`src/rtl/adder_tree_pkg.sv`:
```
// Shared helpers for the pipelined reduction adder tree.
//   level_width  : operand width entering adder layer L
//   num_stages   : number of register stages for a given layer count and grouping
//   stage_layers : adder layers packed into register stage k
//   stage_inputs : operand count entering register stage k
//   is_pow2      : power-of-two test used for parameter checking
package adder_tree_pkg;

  function automatic int level_width(input int data_w, input int level);
    return data_w + level;
  endfunction

  function automatic int num_stages(input int levels, input int pipe_every);
    return (levels + pipe_every - 1) / pipe_every;
  endfunction

  // Every stage holds pipe_every layers except possibly the last, which takes
  // whatever remains so that the final layer always ends in a register.
  function automatic int stage_layers(input int levels, input int pipe_every, input int k);
    int remaining;
    remaining = levels - k * pipe_every;
    return (remaining < pipe_every) ? remaining : pipe_every;
  endfunction

  function automatic int stage_inputs(input int inputs, input int pipe_every, input int k);
    return inputs >> (k * pipe_every);
  endfunction

  function automatic bit is_pow2(input int value);
    return (value > 0) && ((value & (value - 1)) == 0);
  endfunction

endpackage

```
`src/rtl/adder_tree_stage.sv`:
```
// One register stage of the reduction tree: N_LAYERS combinational pairwise
// layers followed by a single register slice carrying data, mode and valid.
//   clk, rst    : clock, synchronous active-high reset
//   load        : slice captures this cycle (computed by the parent from the
//                 downstream ready chain)
//   src_valid   : incoming vector valid
//   src_signed  : incoming mode bit (1 = two's complement operands)
//   src_data    : N_IN operands of IN_W bits
//   vld, sgn    : registered valid and mode bit
//   data        : N_IN>>N_LAYERS partial sums of IN_W+N_LAYERS bits
module adder_tree_stage
  import adder_tree_pkg::*;
#(
  parameter int N_IN     = 8,
  parameter int IN_W     = 8,
  parameter int N_LAYERS = 1
) (
  input  logic                     clk,
  input  logic                     rst,
  input  logic                     load,
  input  logic                     src_valid,
  input  logic                     src_signed,
  input  logic [IN_W-1:0]          src_data [N_IN],
  output logic                     vld,
  output logic                     sgn,
  output logic [IN_W+N_LAYERS-1:0] data [N_IN>>N_LAYERS]
);

  localparam int N_OUT = N_IN >> N_LAYERS;
  localparam int OUT_W = level_width(IN_W, N_LAYERS);

  // ---- combinational layers --------------------------------------------
  for (genvar l = 0; l < N_LAYERS; l++) begin : g_layer
    localparam int W = level_width(IN_W, l);
    localparam int N = N_IN >> l;

    logic [W-1:0] opnd [N];
    logic [W:0]   sum  [N/2];

    if (l == 0) begin : g_src_in
      assign opnd = src_data;
    end else begin : g_src_prev
      assign opnd = g_layer[l-1].sum;
    end

    for (genvar i = 0; i < N/2; i++) begin : g_pair
      logic signed [W:0] a_ext;
      logic signed [W:0] b_ext;
      // One guard bit per layer keeps the sum exact in both modes.
      assign a_ext  = {src_signed & opnd[2*i][W-1],   opnd[2*i]};
      assign b_ext  = {src_signed & opnd[2*i+1][W-1], opnd[2*i+1]};
      assign sum[i] = a_ext + b_ext;
    end
  end

  logic [OUT_W-1:0] sum_c [N_OUT];
  assign sum_c = g_layer[N_LAYERS-1].sum;

  // ---- register slice (p0) ----------------------------------------------
  logic             vld_p0;
  logic             sgn_p0;
  logic [OUT_W-1:0] data_p0 [N_OUT];

  always_ff @(posedge clk) begin
    if (rst) begin
      vld_p0 <= 1'b0;
      sgn_p0 <= 1'b0;
      for (int i = 0; i < N_OUT; i++) begin
        data_p0[i] <= '0;
      end
    end else if (load) begin
      vld_p0 <= src_valid;
      // Payload only moves with a real vector, so a stalled or idle slice
      // keeps its last result stable.
      if (src_valid) begin
        sgn_p0  <= src_signed;
        data_p0 <= sum_c;
      end
    end
  end

  assign vld  = vld_p0;
  assign sgn  = sgn_p0;
  assign data = data_p0;

endmodule

```
`src/rtl/adder_tree_pipelined.sv`:
```
// Pipelined, mode-aware reduction adder tree with valid/ready flow control.
// Sums INPUTS_AMOUNT operands of DATAW bits into one exact OUTW-bit result,
// registering after every PIPE_EVERY adder layers (the last layer is always
// registered). Latency is STAGES cycles; throughput one vector per cycle.
//   clk_i, rst_i  : clock, synchronous active-high reset
//   in_valid_i    : input vector valid
//   in_ready_o    : tree accepts the vector this cycle (0 during reset)
//   in_signed_i   : 1 = two's complement operands, 0 = unsigned
//   in_data_i     : INPUTS_AMOUNT operands
//   out_valid_o   : result valid
//   out_ready_i   : downstream accepts the result
//   out_signed_o  : mode bit travelling with the result
//   out_data_o    : reduced sum
module adder_tree_pipelined
  import adder_tree_pkg::*;
#(
  parameter int  INPUTS_AMOUNT = 8,
  parameter int  DATAW         = 8,
  parameter int  PIPE_EVERY    = 1,
  localparam int LEVELS        = $clog2(INPUTS_AMOUNT),
  localparam int STAGES        = num_stages(LEVELS, PIPE_EVERY),
  localparam int OUTW          = level_width(DATAW, LEVELS)
) (
  input  logic             clk_i,
  input  logic             rst_i,
  input  logic             in_valid_i,
  output logic             in_ready_o,
  input  logic             in_signed_i,
  input  logic [DATAW-1:0] in_data_i [INPUTS_AMOUNT],
  output logic             out_valid_o,
  input  logic             out_ready_i,
  output logic             out_signed_o,
  output logic [OUTW-1:0]  out_data_o
);

  if (INPUTS_AMOUNT < 2 || !is_pow2(INPUTS_AMOUNT)) begin : g_bad_inputs
    $fatal(1, "adder_tree_pipelined: INPUTS_AMOUNT must be a power of two >= 2");
  end

  if (PIPE_EVERY < 1 || PIPE_EVERY > LEVELS) begin : g_bad_pipe
    $fatal(1, "adder_tree_pipelined: PIPE_EVERY must lie in 1..LEVELS");
  end

  logic              stg_vld [STAGES];
  logic              stg_sgn [STAGES];
  logic [STAGES-1:0] ld_v;

  // A slice may load when it is empty or its contents move on this cycle.
  // Resolving the chain from the output back lets a downstream transfer free
  // every full slice behind it in the same cycle (bubble collapsing).
  always_comb begin
    logic ripple;
    ld_v   = '0;
    ripple = out_ready_i;
    for (int k = STAGES - 1; k >= 0; k--) begin
      ripple  = !stg_vld[k] || ripple;
      ld_v[k] = ripple;
    end
  end

  assign in_ready_o = ld_v[0] && !rst_i;

  for (genvar k = 0; k < STAGES; k++) begin : g_stage
    localparam int NL   = stage_layers(LEVELS, PIPE_EVERY, k);
    localparam int N_IN = stage_inputs(INPUTS_AMOUNT, PIPE_EVERY, k);
    localparam int IN_W = level_width(DATAW, k * PIPE_EVERY);

    logic [IN_W-1:0]    stg_in  [N_IN];
    logic [IN_W+NL-1:0] stg_out [N_IN>>NL];
    logic               src_valid;
    logic               src_signed;

    // ---- stage boundary k: input side fed by the ports or stage k-1 ----
    if (k == 0) begin : g_head
      assign stg_in     = in_data_i;
      assign src_valid  = in_valid_i;
      assign src_signed = in_signed_i;
    end else begin : g_body
      assign stg_in     = g_stage[k-1].stg_out;
      assign src_valid  = stg_vld[k-1];
      assign src_signed = stg_sgn[k-1];
    end

    adder_tree_stage #(
      .N_IN     (N_IN),
      .IN_W     (IN_W),
      .N_LAYERS (NL)
    ) u_stage (
      .clk        (clk_i),
      .rst        (rst_i),
      .load       (ld_v[k]),
      .src_valid  (src_valid),
      .src_signed (src_signed),
      .src_data   (stg_in),
      .vld        (stg_vld[k]),
      .sgn        (stg_sgn[k]),
      .data       (stg_out)
    );
  end

  // ---- output boundary: last slice drives the result ports --------------
  assign out_valid_o  = stg_vld[STAGES-1];
  assign out_signed_o = stg_sgn[STAGES-1];
  assign out_data_o   = g_stage[STAGES-1].stg_out[0];

endmodule
```
`config.mk`:
```
export PLATFORM = sky130hd
export DESIGN_NAME = adder_tree_pipelined
export DESIGN_NICKNAME = d
export VERILOG_FILES = /design/src/rtl/adder_tree_pkg.sv /design/src/rtl/adder_tree_stage.sv /design/src/rtl/adder_tree_pipelined.sv
export SDC_FILE = /design/constraint.sdc
export NUM_CORES = 1
export LEC_CHECK = 0
export ABC_AREA = 1
export CORE_MARGIN = 2
export CORE_UTILIZATION = 60
export DETAILED_ROUTE_END_ITERATION = 12
export GPL_TIMING_DRIVEN = 0
export PLACE_DENSITY = 0.87
export SYNTH_ARGS = -nofsm -noshare
export SYNTH_HDL_FRONTEND = slang
export SYNTH_SLANG_ARGS = --single-unit
```
`constraint.sdc`:
```
create_clock -name clk_i -period 3.35 [get_ports clk_i]
set_input_delay 0.335 -clock clk_i [delete_from_list [all_inputs] [get_ports clk_i]]
set_output_delay 0.335 -clock clk_i [all_outputs]
set_load 0.005 [all_outputs]
```
==> run_results.csv <==
group,metric,value,unit
power,p_total,2.44,mW
power,clock_power_share,28.4,%
synth,ys_seq_area_share,26.0,%
synth,yosys_register_bits,73,
clock_network,latest_clock_arrival_within_the_worst_skew_pair,0.36,ns
power,comb_power_share,31.4,%
clock_network,clk_root_buffer_cell,"sky130_fd_sc_hd__clkbuf_8",
outcome,status,"finished, final reports clean",
power,netSwitchingPower,824,uW
synth,postSynthCellCount,852,
grt,first_global_vias,5271,
clock_network,clock_path_buffers,2,
die,dieArea,10200,um2
grt,antenna_found_initial,0,
power,power_switching_share,33.8,%
timing,grt_setup_unrepaired,"false",
detailed_routing,drt_iter0_markers,309,
clock_network,h-tree-depth,3,
power,power_per_cell_area,361,nW/um2
die,num_rows,35,
worst_hold_path,hp-class,"in2reg",
grt,grt_pass1_wl,22900,um
setup_path,crit-reg2reg-capture,"g_stage[1].u_stage.data[8]",
power,power_frac_seq,40.3,%
timing,fin_tns_setup,0,ns
placed_design,gp_congestion,0.943,
clock_network,cts_post_setup_buffers_inserted,0,
worst_hold_path,hold-path-endpoint,"g_stage[2].u_stage.data[3]",
cells_and_area,syn_to_final_growth,20.4,%
cells_and_area,drive_above_1_share,6.01,%
detailed_routing,routed_via_density,5.19,
setup_path,data_arrival_critical_path,1.65,ns
timing,tightestPinTransition,0.498,ns
power,leakagePower,3.50,nW
timing,pins_over_their_slew_limit,0,
die,start_util,61.4,%
detailed_routing,route.vias.total,5503,
timing,min_tclk_post_route,1.98,ns
setup_path,timing.critical_path.mode_cell,"sky130_fd_sc_hd__inv_1",
grt,largest_net_degree_at_the_start_of_global_routing,14,
timing,worst_clock_skew,0.00768,ns
synth,post_synth.cell_area_avg,6.60,um2
cells_and_area,postLayoutCoreUtil,73.9,%
die,overall_die_width,101,um
timing,max-slew-margin-rel,66.8,%
setup_path,highest_net_fanout_along_the_worst_path,10,
clock_network,clock-sinks,73,
clock_network,hold_buffers,0,
grt,grt_use_met1,34.0,%
detailed_routing,wl_per_cell,12.5,um
setup_path,rrSetupSlack,1.59,ns
clock_network,cts_buffers,9,
worst_hold_path,min-delay-start,"rst_i",
clock_network,cts_clk_pin_slew_worst_paths,0.08,ns
clock_network,cts_resized,0,
clock_network,clock_tree_from_tritoncts,"built",
die,boundaryPins,83,
timing,period_share,59.1,%
setup_path,crit_type,"in2out",
placed_design,place_hpwl,10500,um
grt,gr_met2_demand_resource,51.0,%
setup_path,endpoint_kind,"primary output",
placed_design,io_buffer_count,81,
synth,yosys.cell_types.count,33,
timing,report.final.hold_viol_count,0,
setup_path,critPathMaxStageDelay,0.50,ns
setup_path,critical_path_depth,6,
setup_path,crit_path_cell_trace,"buf_2, inv_1, buf_1, nand2_1, inv_1, clkdlybuf4s50_1",
timing,number_of_failing_setup_endpoints_in_the_final_timing_report,0,
run,maxCapViolCount,0,
worst_hold_path,timing.hold.worst_path_depth,4,
power,max-vdd-ir-drop,0.205,mV
die,chipHeight,101,um
setup_path,worst_ep_required_time,3.01,ns
setup_path,rr_worst_depth,9,
detailed_routing,dr.pass1.iters,6,
setup_path,timing.critical_path.buf_inv,5,
grt,global_route.overflow_total,0,
cells_and_area,insertedDiodeCount,0,
grt,grt_util_met3,3.61,%
setup_path,worst_path_max_delay_cell,"sky130_fd_sc_hd__clkdlybuf4s50_1",
timing,fmax,505,MHz
power,cellInternalPower,1.62,mW
synth,syn-cell-area,5620,um2
grt,track_usage,28.0,%
synth,synth_nets,988,
synth,synth_warnings,0,
setup_path,reg2reg_from,"g_stage[0].u_stage.data[0]",
grt,top_usage_layer,"met2",
detailed_routing,antenna_violating_nets_post_route,0,
detailed_routing,post-route-drc-count,0,
die,core_area,9150,um2
cells_and_area,n_fill_cell,780,
setup_path,path_delay_family,"buffers and inverters",
setup_path,timing.critical_path.from_type,"primary input",
detailed_routing,routed_wl,13200,um
cells_and_area,final_nets,1080,
cells by family after synthesis:
kind of cell / count (synthesis) / share of synthesized area (%)
AND/OR/NAND/NOR: 421 / 31.1
buffers and inverters: 143 / 11.0
flip-flops: 73 / 26.0
adder cells (fa/ha/maj): 67 / 15.9
XOR/XNOR: 21 / 3.27
AO/OA/AOI/OAI: 127 / 12.8
state kept, by name, summed over array words and instances (netlist names):
signal                count
g_stage.u_stage.sgn       3
g_stage.u_stage.data     67
g_stage.u_stage.vld       3
cell usage in the layout (no fill, tap or decap), drive strengths merged, types with 4 or more instances in the layout:
cell / instances
xor2: 15
a21oi: 63
clkdlybuf4s50: 81
nor3: 5
buf: 20
inv: 123
xnor2: 6
dfxtp: 73
clkbuf: 9
nand4: 8
a211oi: 4
nor2: 127
ha: 60
nand3: 84
o21ai: 47
nand2: 194
o21a: 9
fa: 7
tightest hold or removal path, delay by kind of cell:
| kind | cells | cell delay [ns] |
|---|---|---|
| AOI/OAI and AO/OA | 1 | 0.06 |
| buffers and inverters | 2 | 0.24 |
| and+or+nand+nor | 1 | 0.07 |
cell type report:
type	count	area [um2]	area share, %
repair buffers	81	811	12.0
inverters	123	464	6.86
clock buffers	9	124	1.83
flip-flops and latches	73	1460	21.6
multi-input cells	636	3540	52.3
plain buffers	20	154	2.27
well taps	111	139	2.05
clock inverters	7	71.3	1.05
metrics by stage:
stage / worst slack, ns / std cells / instance area [um2] / hold WS (ns)
after detailed placement: 1.22 / 1044 / 6570 / 0.473
after global placement: 1.24 / 1044 / 6570 / 0.464
after floorplan: 1.80 / 852 / 5620 / 0.449
final: 1.37 / 1060 / 6770 / 0.375
after global routing: 1.29 / 1060 / 6770 / 0.409
after CTS: 1.35 / 1060 / 6770 / 0.366
synth_stat cells:
cell type                  instances  area (um2)
sky130_fd_sc_hd__nand2_1         192         721
sky130_fd_sc_hd__buf_2             6        30.0
sky130_fd_sc_hd__inv_4             1        6.26
sky130_fd_sc_hd__nand3_1          83         415
sky130_fd_sc_hd__nand4_2           1        12.5
sky130_fd_sc_hd__o21a_1            9        67.6
sky130_fd_sc_hd__o21ai_0          42         210
sky130_fd_sc_hd__o21ai_2           4        35.0
sky130_fd_sc_hd__a211oi_2          4        50.1
sky130_fd_sc_hd__o21bai_1          2        15.0
sky130_fd_sc_hd__a21o_1            1        7.51
sky130_fd_sc_hd__buf_1             1        3.75
sky130_fd_sc_hd__nor3_1            5        25.0
sky130_fd_sc_hd__o21ai_1           1        5.00
sky130_fd_sc_hd__ha_1             60         751
sky130_fd_sc_hd__xor2_1           15         131
sky130_fd_sc_hd__buf_4             7        52.6
sky130_fd_sc_hd__nor2_2            3        18.8
sky130_fd_sc_hd__nand2_2           1        6.26
sky130_fd_sc_hd__o21bai_2          1        11.3
sky130_fd_sc_hd__xnor2_1           6        52.6
sky130_fd_sc_hd__a21oi_1          63         315
sky130_fd_sc_hd__or2_2             2        12.5
sky130_fd_sc_hd__nand2_4           1        11.3
sky130_fd_sc_hd__dfxtp_1          73        1460
sky130_fd_sc_hd__buf_6             6        67.6
sky130_fd_sc_hd__nand4_1           7        43.8
sky130_fd_sc_hd__nor2_1          124         465
sky130_fd_sc_hd__inv_2             3        11.3
sky130_fd_sc_hd__nand3_2           1        10.0
sky130_fd_sc_hd__nand3b_1          1        7.51
sky130_fd_sc_hd__inv_1           119         447
sky130_fd_sc_hd__fa_1              7         140
how the worst max path moves through the flow:
| stage | start | endpoint |
|---|---|---|
| after global routing | rst_i | in_ready_o |
| final | rst_i | in_ready_o |
| after detailed placement | in_data_i[48] | g_stage[0].u_stage.data[35] |
| after CTS | rst_i | in_ready_o |
| after global placement | in_data_i[48] | g_stage[0].u_stage.data[35] |
| after floorplan | g_stage[0].u_stage.data[0] | g_stage[1].u_stage.data[6] |
power groups by stage:
stage	logic (mW)	clock network [mW]	registers, mW
2_1_floorplan	0.523	0	0.989
3_3_place_gp	0.734	0	0.999
3_5_place_dp	0.752	0	1.00
4_1_cts	0.759	0.696	0.982
5_1_grt	0.873	0.736	0.990
6_report	0.766	0.693	0.983
layer usage:
metal | up-vias | share of wire [%]
li1 | 2914 | -
met1 | 2447 | 46
met2 | 125 | 49
met3 | 17 | 3.5
met4 | 0 | 1.7
met5 | - | 0
No activity file was read; power rests on OpenSTA's default activity.
